$ cat src/rtl/gshare_predictor.sv
// gshare_predictor
//   Dynamic branch predictor: a table of saturating counters indexed either by
//   the PC (bimodal, MODE=0) or by the PC XOR a global history register
//   (gshare, MODE=1). The lookup is combinational for Fetch. Training happens
//   on branches resolved in Execute. The block also flags mispredicts and keeps
//   saturating branch/mispredict statistics.
//
// Ports
//   clk, reset          clock; synchronous active-high reset
//   lookup_valid/pc     Fetch lookup request
//   predict_taken       guess for lookup_pc (0 when lookup_valid=0)
//   predict_index       table index used for lookup_pc (tracks PC/GHR always)
//   update_valid/index  resolved conditional branch and the index it was predicted with
//   update_taken        actual outcome
//   update_predicted    guess that was carried with the branch
//   mispredict          registered, one cycle after a wrong guess
//   stat_branches       saturating count of resolved branches
//   stat_mispredicts    saturating count of mispredicts
module gshare_predictor #(
    parameter int unsigned INDEX_BITS = 6,
    parameter int unsigned CTR_WIDTH  = 2,
    parameter int unsigned HIST_BITS  = 6,
    parameter int unsigned MODE       = 1,
    parameter int unsigned STAT_WIDTH = 32
) (
    input  logic                  clk,
    input  logic                  reset,
    input  logic                  lookup_valid,
    input  logic [31:0]           lookup_pc,
    output logic                  predict_taken,
    output logic [INDEX_BITS-1:0] predict_index,
    input  logic                  update_valid,
    input  logic [INDEX_BITS-1:0] update_index,
    input  logic                  update_taken,
    input  logic                  update_predicted,
    output logic                  mispredict,
    output logic [STAT_WIDTH-1:0] stat_branches,
    output logic [STAT_WIDTH-1:0] stat_mispredicts
);

    localparam int unsigned DEPTH = 1 << INDEX_BITS;
    // A zero-length history still needs a legal vector; it is never used for indexing.
    localparam int unsigned GHR_W = (HIST_BITS > 0) ? HIST_BITS : 1;
    localparam logic [CTR_WIDTH-1:0] CTR_INIT = CTR_WIDTH'((1 << (CTR_WIDTH - 1)) - 1);

    logic [CTR_WIDTH-1:0]  ctr_q [DEPTH];
    logic [CTR_WIDTH-1:0]  ctr_d [DEPTH];
    logic [GHR_W-1:0]      ghr_q, ghr_d;
    logic                  mispredict_q, mispredict_d;
    logic [STAT_WIDTH-1:0] stat_branches_q, stat_branches_d;
    logic [STAT_WIDTH-1:0] stat_mispredicts_q, stat_mispredicts_d;

    logic [INDEX_BITS-1:0] pc_idx;
    logic [INDEX_BITS-1:0] hist_idx;
    logic [CTR_WIDTH-1:0]  sel_ctr;
    logic [CTR_WIDTH-1:0]  upd_ctr;

    // Lookup: reads registered state only, so a same-cycle update is not visible yet.
    always_comb begin
        pc_idx   = lookup_pc[INDEX_BITS+1:2];
        hist_idx = '0;
        if (MODE == 1 && HIST_BITS > 0) begin
            hist_idx = INDEX_BITS'(ghr_q);
        end
        predict_index = pc_idx ^ hist_idx;
        sel_ctr       = ctr_q[predict_index];
        predict_taken = lookup_valid & sel_ctr[CTR_WIDTH-1];
    end

    // Training, history shift, mispredict flag and statistics.
    always_comb begin
        ctr_d              = ctr_q;
        ghr_d              = ghr_q;
        upd_ctr            = ctr_q[update_index];
        mispredict_d       = update_valid & (update_taken ^ update_predicted);
        stat_branches_d    = stat_branches_q;
        stat_mispredicts_d = stat_mispredicts_q;
        if (update_valid) begin
            if (update_taken) begin
                if (upd_ctr != '1) begin
                    ctr_d[update_index] = upd_ctr + CTR_WIDTH'(1);
                end
            end else if (upd_ctr != '0) begin
                ctr_d[update_index] = upd_ctr - CTR_WIDTH'(1);
            end
            // Truncating {ghr, taken} keeps the newest GHR_W bits, oldest bit drops out.
            ghr_d = GHR_W'({ghr_q, update_taken});
            if (stat_branches_q != '1) begin
                stat_branches_d = stat_branches_q + STAT_WIDTH'(1);
            end
        end
        if (mispredict_d && stat_mispredicts_q != '1) begin
            stat_mispredicts_d = stat_mispredicts_q + STAT_WIDTH'(1);
        end
    end

    always_ff @(posedge clk) begin
        if (reset) begin
            for (int unsigned i = 0; i < DEPTH; i++) begin
                ctr_q[i[INDEX_BITS-1:0]] <= CTR_INIT;
            end
            ghr_q              <= '0;
            mispredict_q       <= 1'b0;
            stat_branches_q    <= '0;
            stat_mispredicts_q <= '0;
        end else begin
            for (int unsigned i = 0; i < DEPTH; i++) begin
                ctr_q[i[INDEX_BITS-1:0]] <= ctr_d[i[INDEX_BITS-1:0]];
            end
            ghr_q              <= ghr_d;
            mispredict_q       <= mispredict_d;
            stat_branches_q    <= stat_branches_d;
            stat_mispredicts_q <= stat_mispredicts_d;
        end
    end

    assign mispredict       = mispredict_q;
    assign stat_branches    = stat_branches_q;
    assign stat_mispredicts = stat_mispredicts_q;

    // Word-aligned PC: low bits and bits above the index are intentionally ignored.
    logic unused_pc_bits;
    assign unused_pc_bits = ^{lookup_pc[31:INDEX_BITS+2], lookup_pc[1:0], ghr_q};

endmodule

$ cat config.mk
export PLATFORM = sky130hd
export DESIGN_NAME = gshare_predictor
export DESIGN_NICKNAME = d
export VERILOG_FILES = /design/src/rtl/gshare_predictor.sv
export SDC_FILE = /design/constraint.sdc
export NUM_CORES = 1
export LEC_CHECK = 0
export BUFFER_PORTS_ARGS = -buffer_cell sky130_fd_sc_hd__buf_2
export CAP_MARGIN = 20
export CORE_ASPECT_RATIO = 1.2
export CORE_UTILIZATION = 34
export DETAILED_ROUTE_END_ITERATION = 8
export GPL_TIMING_DRIVEN = 0
export PLACE_DENSITY_LB_ADDON = 0.1
export SLEW_MARGIN = 10
export SYNTH_ARGS = -nofsm -noshare
export SYNTH_HDL_FRONTEND = slang
export SYNTH_SLANG_ARGS = --single-unit
export TNS_END_PERCENT = 1
$ cat constraint.sdc
create_clock -name clk -period 6.7 [get_ports clk]
set_clock_uncertainty 0.1 [all_clocks]
set_input_delay 0.67 -clock clk [delete_from_list [all_inputs] [get_ports clk]]
set_output_delay 0.67 -clock clk [all_outputs]
set_load 0.03 [all_outputs]
=== Yosys cells after proc, flatten, opt, wreduce, memory -nomap -nowiden ===
Cells that the tools add are included.

* Output and inout bits: 72
* Logic and storage cells: 104
* Bits of input ports: 44
* Register bits after elaboration: 199

* Reduce and logical (&&, ||, !) cells: 6
* Equality and inequality tests: 4
* Bitwise operators: 6
* Mux-type cells: 13
* Magnitude comparators: 3
* Add/subtract/negate cells: 4

{| class="wikitable"
|+ Operator list
! operator !! count
|-
| 128-bit 2-to-1 mux || 3
|-
| 128-bit bitwise mux || 2
|-
| 32-bit by 1-bit adder with 32-bit output (second input constant) || 2
|-
| 32-bit != test (second input constant) || 2
|-
| 2-bit binary-select mux with 6-bit select || 2
|-
| 7-bit >= comparator (second input constant) || 2
|-
| 6-bit NOT with 7-bit output || 2
|-
| 2-bit demux with 6-bit select || 1
|-
| 2-bit 2-to-1 mux || 5
|-
| 7-bit by 1-bit < comparator with 1-bit output (second input constant) || 1
|-
| 6-bit XOR || 1
|-
| 2-bit nonzero test || 2
|-
| 3-bit AND reduction || 1
|-
| 2-bit by 1-bit adder with 2-bit output (second input constant) || 1
|-
| 1-bit bitwise AND || 2
|-
| 1-bit logical AND || 2
|-
| 2-bit by 1-bit != test with 1-bit output (second input constant) || 1
|-
| 2-bit != test (second input constant) || 1
|-
| 2-bit AND reduction || 1
|-
| 2-bit by 1-bit subtractor with 2-bit output (second input constant) || 1
|-
| 1-bit XOR || 1
|}

=== Logic depth before layout (Yosys ltp) ===
Gate-level depths: netlist (run 1).

* Word-level depth: 8
* Mapped depth: 17

=== Worst setup path after synthesis (run 1) ===
No wires, ideal clock.

* Path type: input to register
* Start point: in update_index[2]
* End point: reg with a tool-made name
* Arrival: 3.540 ns
* Data required time: 6.480 ns
* Stages: 13
* Slack: 2.940 ns
* Buffers on the path: 2
* Cells stage by stage: buf_6 -> buf_4 -> mux2_1 -> a221oi_2 -> o22ai_1 -> or4b_1 -> ha_1 -> mux2_2 -> nor3_1 -> nand2_1 -> nor2_1 -> nor2b_1 -> a211o_1

{| class="wikitable"
|+ RTL lines
! what !! RTL line !! RTL
|-
| start, declared || 33 || <nowiki>input logic [INDEX_BITS-1:0] update_index,</nowiki>
|}

=== Worst setup path after layout (run 1) ===
* Start point: in update_index[1]
* End point: reg ctr_q[125] (netlist name)

* Word-level cells in the longest chain between the ends: 8
* Elaborated cells on any way between the ends: 21
* Those cells by class: add/sub: 2; order compare: 2; eq/ne: 2; mux: 10; bitwise: 1; reduce/logical: 4

{| class="wikitable"
|+ Ends and longest elaborated chain
! what !! RTL line !! RTL
|-
| 6-bit NOT with 7-bit output (not written as such) (*) || 74, 81, 84 ||
|-
| 2-bit binary-select mux with 6-bit select (tied with other cells) || 74 || <nowiki>upd_ctr = ctr_q[update_index];</nowiki>
|-
| 2-bit 2-to-1 mux (not written as such) / 1-bit logical AND (equally long branches) || 74, 81, 84 ||
|-
| 2-bit 2-to-1 mux (on tied branches) || 74, 81, 84 ||
|-
| 2-bit by 1-bit subtractor with 2-bit output (tied with other cells) || 84 || <nowiki>ctr_d[update_index] = upd_ctr - CTR_WIDTH'(1);</nowiki>
|-
| 128-bit bitwise mux (on tied branches) || 84, 81 ||
|-
| 128-bit 2-to-1 mux (on tied branches) || 83, 80 ||
|-
| 128-bit 2-to-1 mux || 79 || <nowiki>if (update_taken) begin</nowiki>
|-
| end signal, assigned by index || 108 || <nowiki>ctr_q[i[INDEX_BITS-1:0]] <= ctr_d[i[INDEX_BITS-1:0]];</nowiki>
|-
| end, declared || 46 || <nowiki>logic [CTR_WIDTH-1:0] ctr_q [DEPTH];</nowiki>
|}

Every way passes the cells marked *; elsewhere a longest branch is shown, timed or not. The select of a mux whose other input is x is not followed.
A chain may end at the register's enable or synchronous reset.

==> qor.csv, run 1 <==
stage,metric,value,unit
run_status,outcome,completed,
worst_setup_path,worst-setup-path-type,in -> reg,
sta,setup_viol,0,
sta,fmax,215,MHz
routing,routedWlPerCell,21.4,um
clock_network,h-tree-depth,4,
sta,relSlewSlack,32.1,%
worst_setup_path,crit_arrival,4.85,ns
global_routing,grt_overflow_total,0,
yosys,synth-seq-cells,199,
worst_setup_path,endpoint_kind,flip-flop,
worst_setup_path,cpPeakStageDelay,0.53,ns
routing,detail_route.iter0.violations,845,
yosys,yosys_warnings,0,
worst_setup_path,ff2ff_path_depth,12,
floorplanning,ios,116,
floorplanning,start_util,34.9,%
finish,drive_gt1_share,15.4,%
power,power_density,212,nW/um^2
floorplanning,num_rows,69,
clock_network,clk_latency,0.45,ns
sta,period_share,69.3,%
yosys,syn_inst,1234,
yosys,synth_fp_nets,1282,
finish,final_nets,1390,
worst_setup_path,path_cells,"buf_2, buf_6, buf_2, mux2i_1, o32ai_1, a211oi_1, o22ai_1, or4b_1, ha_1, mux2_2, nor3_1, nand2_1, clkbuf_1, o21ai_0, a21oi_1",
clock_network,clk_path_buf_depth,2,
sta,drv_slew,0,
sta,final-hold-violation-count,0,
sta,worst_pin_slew,1.02,ns
global_routing,first_global_vias,9267,
power,leakagePower,0.00425,uW
clock_network,post_cts_buffers,0,
sta,tns,0,ns
yosys,synth_area,10400,sq um
yosys,yosysSeqAreaShare,38.2,%
place,port_buffers,87,
finish,area_delta_synth_final,14.5,%
routing,firstDrtPassIters,7,
hold_path,hold_class,reg -> reg,
floorplanning,die_y,194,um
worst_setup_path,crit_path_start_kind,input port,
power,vdd_drop_max,0.102,mV
clock_network,clk_pin_slew,0.07,ns
hold_path,holdPathStages,2,
finish,diodes,0,
yosys,yosys_most_used_dff,dfxtp_1,
global_routing,grt.total_usage,24.0,%
clock_network,numClockSinks,199,
yosys,ys_types,77,
clock_network,root_buffer,clkbuf_16,
clock_network,cts_tree,yes,
yosys,synth_edf_count,0,
global_routing,antenna_found_initial,0,
floorplanning,die_w,162,um
worst_setup_path,slowest_stage,or4b_1,
sta,rsz0062_at_grt,false,
floorplanning,die_area,31400,sq um
worst_setup_path,critPathMaxFanout,10,
yosys,avgSynthCellArea,8.45,sq um
yosys,synthArstFlopShare,0,%
clock_network,cts_buffers,17,
finish,stdcell_count,1745,
worst_setup_path,required,6.91,ns
worst_setup_path,worst_path_most_repeated_cell,buf_2,
job,cap_violations,0,
place,dp.cells,1713,
global_routing,grt_pass1_wl,56600,um
place,dpl.hpwl,26400,um
routing,antenna_left,0,
routing,vias,9689,
clock_network,ctsResizeCount,0,
sta,layout_min_cycle_time,4.65,ns
routing,remaining_drc_errors,0,
clock_network,cts_hold_buf,0,
global_routing,grt_max_degree,19,
routing,drt-total-wl,37300,um
place,gp_congestion,0.868,
routing,routed_via_density,5.55,
floorplanning,coreArea,29900,sq um
==> routing by layer <==
| layer | routed length (um) | track usage, % |
|---|---|---|
| met2 | 18100 | 40.3 |
| met3 | 1930 | 3.38 |
| met5 | 0 | 0 |
| met4 | 964 | 8.21 |
| met1 | 16300 | 31.2 |
==> path summary, 6_finish.rpt <==
path	slack, ns	startpoint	endpoint
max	2.05	update_index[1]	ctr_q[125]
min reg2reg	0.39	flip-flop	flip-flop
min	0.39	flip-flop	flip-flop
max reg2reg	2.39	flip-flop	ctr_q[125]
==> placed cells by master (no fill, tap or decap), types with 7 or more instances in the layout <==
cell type / instances
mux2i_1: 23
o211ai_1: 8
xnor2_1: 26
a211o_1: 8
mux4_2: 25
a21oi_1: 74
and4_1: 7
nor3_1: 9
nor2b_1: 15
mux4_1: 7
buf_6: 9
nand3b_1: 57
o21ai_0: 127
clkbuf_1: 70
nand4_1: 20
nor2_1: 147
dfxtp_1: 199
mux2_2: 10
and3_1: 20
nor4_1: 7
nand2_1: 158
inv_1: 15
buf_2: 101
a211oi_1: 7
xor2_1: 30
buf_4: 8
nand3_1: 38
clkbuf_16: 17
==> report_power, final <==
part	switching, uW	internal (uW)
combinational	212	80.3
sequential	6.27	1190
clock	518	522
total	736	1790
==> layout make-up <==
type                            count  area, sq um
Sequential cell                   199         3980
Multi-Input combinational cell    919         5900
Tap cell                          390          488
Fill cell                        3180        17900
Inverter                           17         63.8
Buffer                             99          479
Clock buffer                       17          425
Clock inverter                     15          144
Timing Repair Buffer               89          450
==> logic make-up (layout without fill, tap and decap cells) <==
group                    Yosys count  in the layout  synth area share, %
AO/OA/AOI/OAI                    266            266                 15.0
XOR/XNOR                          57             57                 4.86
adder cells (fa/ha/maj)            4              4                0.480
buffers and inverters            116            237                 5.21
flip-flops                       199            199                 38.2
multiplexers                      70             70                 11.0
AND/OR/NAND/NOR                  522            522                 25.2
==> stage by stage <==
stage	util (%)	cell area [sq um]	total power [uW]	setup slack, ns	hold WS, ns
floorplan	-	10400	1400	2.94	0.330
global placement	38.0	11400	1510	1.72	0.369
detailed placement	38.0	11400	1510	1.72	0.380
CTS	40.0	11900	2540	2.17	0.388
global route	40.0	11900	2610	1.83	0.404
finish	40.0	11900	2530	2.05	0.385
==> synthesized netlist by cell type, drive strengths merged (2+ instances only) <==
library cell,n,share of area [%]
a211o,8,0.67
a211oi,8,0.62
a21oi,74,3.6
a221oi,8,0.79
a22o,2,0.17
a22oi,4,0.29
a311oi,3,0.25
a31oi,5,0.30
a41oi,2,0.24
and2,6,0.36
and3,20,1.2
and3b,4,0.34
and4,9,0.80
buf,29,2.1
clkbuf,70,2.5
dfxtp,199,38
ha,4,0.48
inv,17,0.61
mux2,15,1.7
mux2i,23,2.2
mux4,32,7.2
nand2,159,5.7
nand2b,5,0.30
nand3,39,1.9
nand3b,57,4.1
nand4,21,1.3
nor2,147,5.3
nor2b,15,0.90
nor3,11,0.68
nor3b,4,0.29
nor4,9,0.74
nor4b,3,0.25
o2111ai,2,0.23
o211ai,9,0.70
o21ai,129,6.2
o22ai,3,0.18
or2,2,0.12
or3,7,0.47
xnor2,27,2.3
xor2,30,2.5
==> critical path: cells and delay by family <==
kind                     cells  cell delay [ns]
AND/OR/NAND/NOR              3             1.18
multiplexers                 2             0.60
adder cells (fa/ha/maj)      1             0.21
buffers and inverters        4             1.28
AO/OA/AOI/OAI                5             0.89
Power figures use the tool's default switching activity.
==> run 2, diff against run 1 <==
Clock period 6.7 ns to 3.95 ns, I/O delays scaled along.
==> qor.csv, run 2 (synthesized netlist as in run 1, its figures left out) <==
stage,metric,value,unit,change
routing,wl_met2,17900,um,-0.79%
routing,routed_via_density,5.52,,-0.59%
floorplanning,num_rows,69,,unchanged
sta,period_share,97.2,%,
floorplanning,die_area,31400,sq um,unchanged
finish,final_nets,1394,,+0.29%
finish,multi_input_area,5920,sq um,+0.32%
finish,drive_gt1_share,17.1,%,+1.6 points
floorplanning,die_y,194,um,unchanged
routing,detail_route.iter0.violations,852,,+0.83%
worst_setup_path,worst-setup-path-type,reg -> out,,
routing,antenna_left,0,,unchanged
power,vdd_drop_max,0.174,mV,+70%
sta,worst_pin_slew,0.919,ns,-0.0993 ns
clock_network,cts_tree,yes,,
worst_setup_path,path_cells,"xnor2_2, buf_6, mux4_2, nand3_1, nand4_1, a41oi_1, o211ai_2, buf_2",,
worst_setup_path,slowest_stage,xnor2_2,,
finish,area_delta_synth_final,15.3,%,
floorplanning,coreArea,29900,sq um,unchanged
clock_network,h-tree-depth,4,,unchanged
routing,remaining_drc_errors,0,,unchanged
sta,relSlewSlack,38.4,%,+6.3 points
finish,num-fill-cells,3170,,-0.31%
sta,rsz0062_at_grt,true,,
sta,setup_slack,0.112,ns,-1.94 ns
global_routing,grt_overflow_total,0,,unchanged
floorplanning,die_w,162,um,unchanged
finish,utilization,40.2,%,+0.29 points
routing,drt-total-wl,37300,um,-0.13%
job,cap_violations,0,,unchanged
power,power_density,357,nW/um^2,+69%
global_routing,grt_max_degree,19,,unchanged
finish,diodes,0,,unchanged
worst_setup_path,crit_family,XOR/XNOR gates,,
place,port_buffers,87,,unchanged
clock_network,clk_latency,0.45,ns,about the same
hold_path,min_from,reset,,
sta,whs,0.241,ns,-0.144 ns
global_routing,grt_pass1_wl,56700,um,+0.11%
worst_setup_path,crit_path_start_kind,flip-flop,,
sta,fmax,261,MHz,
global_routing,grt.total_usage,24.0,%,about the same
routing,wl_met1,16400,um,+0.26%
place,gp_congestion,0.868,,unchanged
routing,routedWlPerCell,21.3,um,-0.36%
clock_network,root_buffer,clkbuf_16,,
routing,vias,9654,,-0.36%
clock_network,cts_buffers,17,,unchanged
worst_setup_path,worstSetupStartpoint,ghr_q[0],,
clock_network,numClockSinks,199,,unchanged
clock_network,clk_path_buf_depth,2,,unchanged
finish,final_common_cell,dfxtp_1,,
place,pre_cts_slack,-0.756,ns,-2.47 ns
sta,setup_viol,0,,unchanged
clock_network,clk_pin_slew,0.08,ns,about the same
worst_setup_path,timing.critical_path.buf_inv,2,,-2
clock_network,cts_hold_buf,0,,unchanged
routing,firstDrtPassIters,5,,-2
worst_setup_path,cpPeakStageDelay,0.74,ns,+0.21 ns
place,dpl.hpwl,26400,um,unchanged
worst_setup_path,critPathMaxFanout,10,,unchanged
worst_setup_path,required,3.45,ns,-3.46 ns
sta,drv_slew,0,,unchanged
sta,layout_min_cycle_time,3.84,ns,
floorplanning,ios,116,,unchanged
run_status,outcome,completed,,
floorplanning,start_util,34.9,%,unchanged
global_routing,antenna_found_initial,0,,unchanged
hold_path,hold_class,in -> reg,,
finish,regArea,3980,sq um,unchanged
worst_setup_path,endpoint_kind,primary output,,
power,leakagePower,0.00431,uW,+1.3%
finish,mostFrequentLayoutCells,"dfxtp_1 (199), nand2_1 (158), nor2_1 (146), o21ai_0 (127), buf_2 (106)",,
routing,met3_length,1850,um,-4.2%
routing,top_layer,met4,,
global_routing,first_global_vias,9288,,+0.23%
power,finalPower,4290,uW,+70%
worst_setup_path,crit_arrival,3.34,ns,-1.51 ns
sta,final-hold-violation-count,0,,unchanged
==> run 2: changes by cell type in the layout (fill, tap and decap cells not counted), moves of 2 or more <==
cell,before,now
buf_2,101,106
buf_4,8,19
clkbuf_1,70,55
clkbuf_2,0,2
==> run 2: worst reg2reg max path: stages (launching register included) <==
cell	delay, ns
dfxtp_1	0.31
mux4_2	0.48
nand2_1	0.08
a21oi_1	0.10
nor4_4	0.57
o2111ai_2	0.24
ha_1	0.24
mux2_2	0.31
nor4_2	0.55
nand3_1	0.30
mux2i_1	0.21
nand2b_1	0.07
==> run 2: worst paths after layout <==
| kind | cells past startpoint | slack, ns | end |
|---|---|---|---|
| setup / recovery | 8 | 0.11 | predict_taken |
| hold / removal | 3 | 0.24 | stat_mispredicts[8] |
| setup reg to reg | 11 | 0.26 | flip-flop |
| hold reg to reg | 2 | 0.39 | flip-flop |
==> run 2: what timing repair did <==
action,4_1_cts,5_1_grt
resized for setup,20,24
endpoints found under the setup margin,97,124
pin swaps,1,1
buffers inserted,0,4
==> run 2: report_power, final <==
part           switching [uW]  internal, uW  leakage, uW
combinational             362           146      0.00243
clock                     873           885     0.000273
sequential               10.6          2020      0.00161
==> run 2: cell type report <==
cell class	instances	area share (%)
plain buffers	99	4.31
clock buffers	17	3.54
clock inverters	15	1.20
inverters	17	0.531
multi-input cells	919	49.2
flip-flops and latches	199	33.1
well taps	390	4.06
repair buffers	93	4.00
==> run 2: metrics by stage <==
stage / instances / cell area [sq um] / TNS (ns)
2_1_floorplan: 1234 / 10400 / 0
3_3_place_gp: 1711 / 11400 / -72.63
3_5_place_dp: 1713 / 11400 / -69.71
4_1_cts: 1745 / 12000 / -0.0266
5_1_grt: 1749 / 12000 / -0.299
6_report: 1749 / 12000 / 0
==> run 2: layer usage <==
layer,global-route usage (%),up-vias
met5,0,-
met4,8.49,0
met3,3.42,59
met2,40.2,337
met1,31.2,4668
li1,-,4590
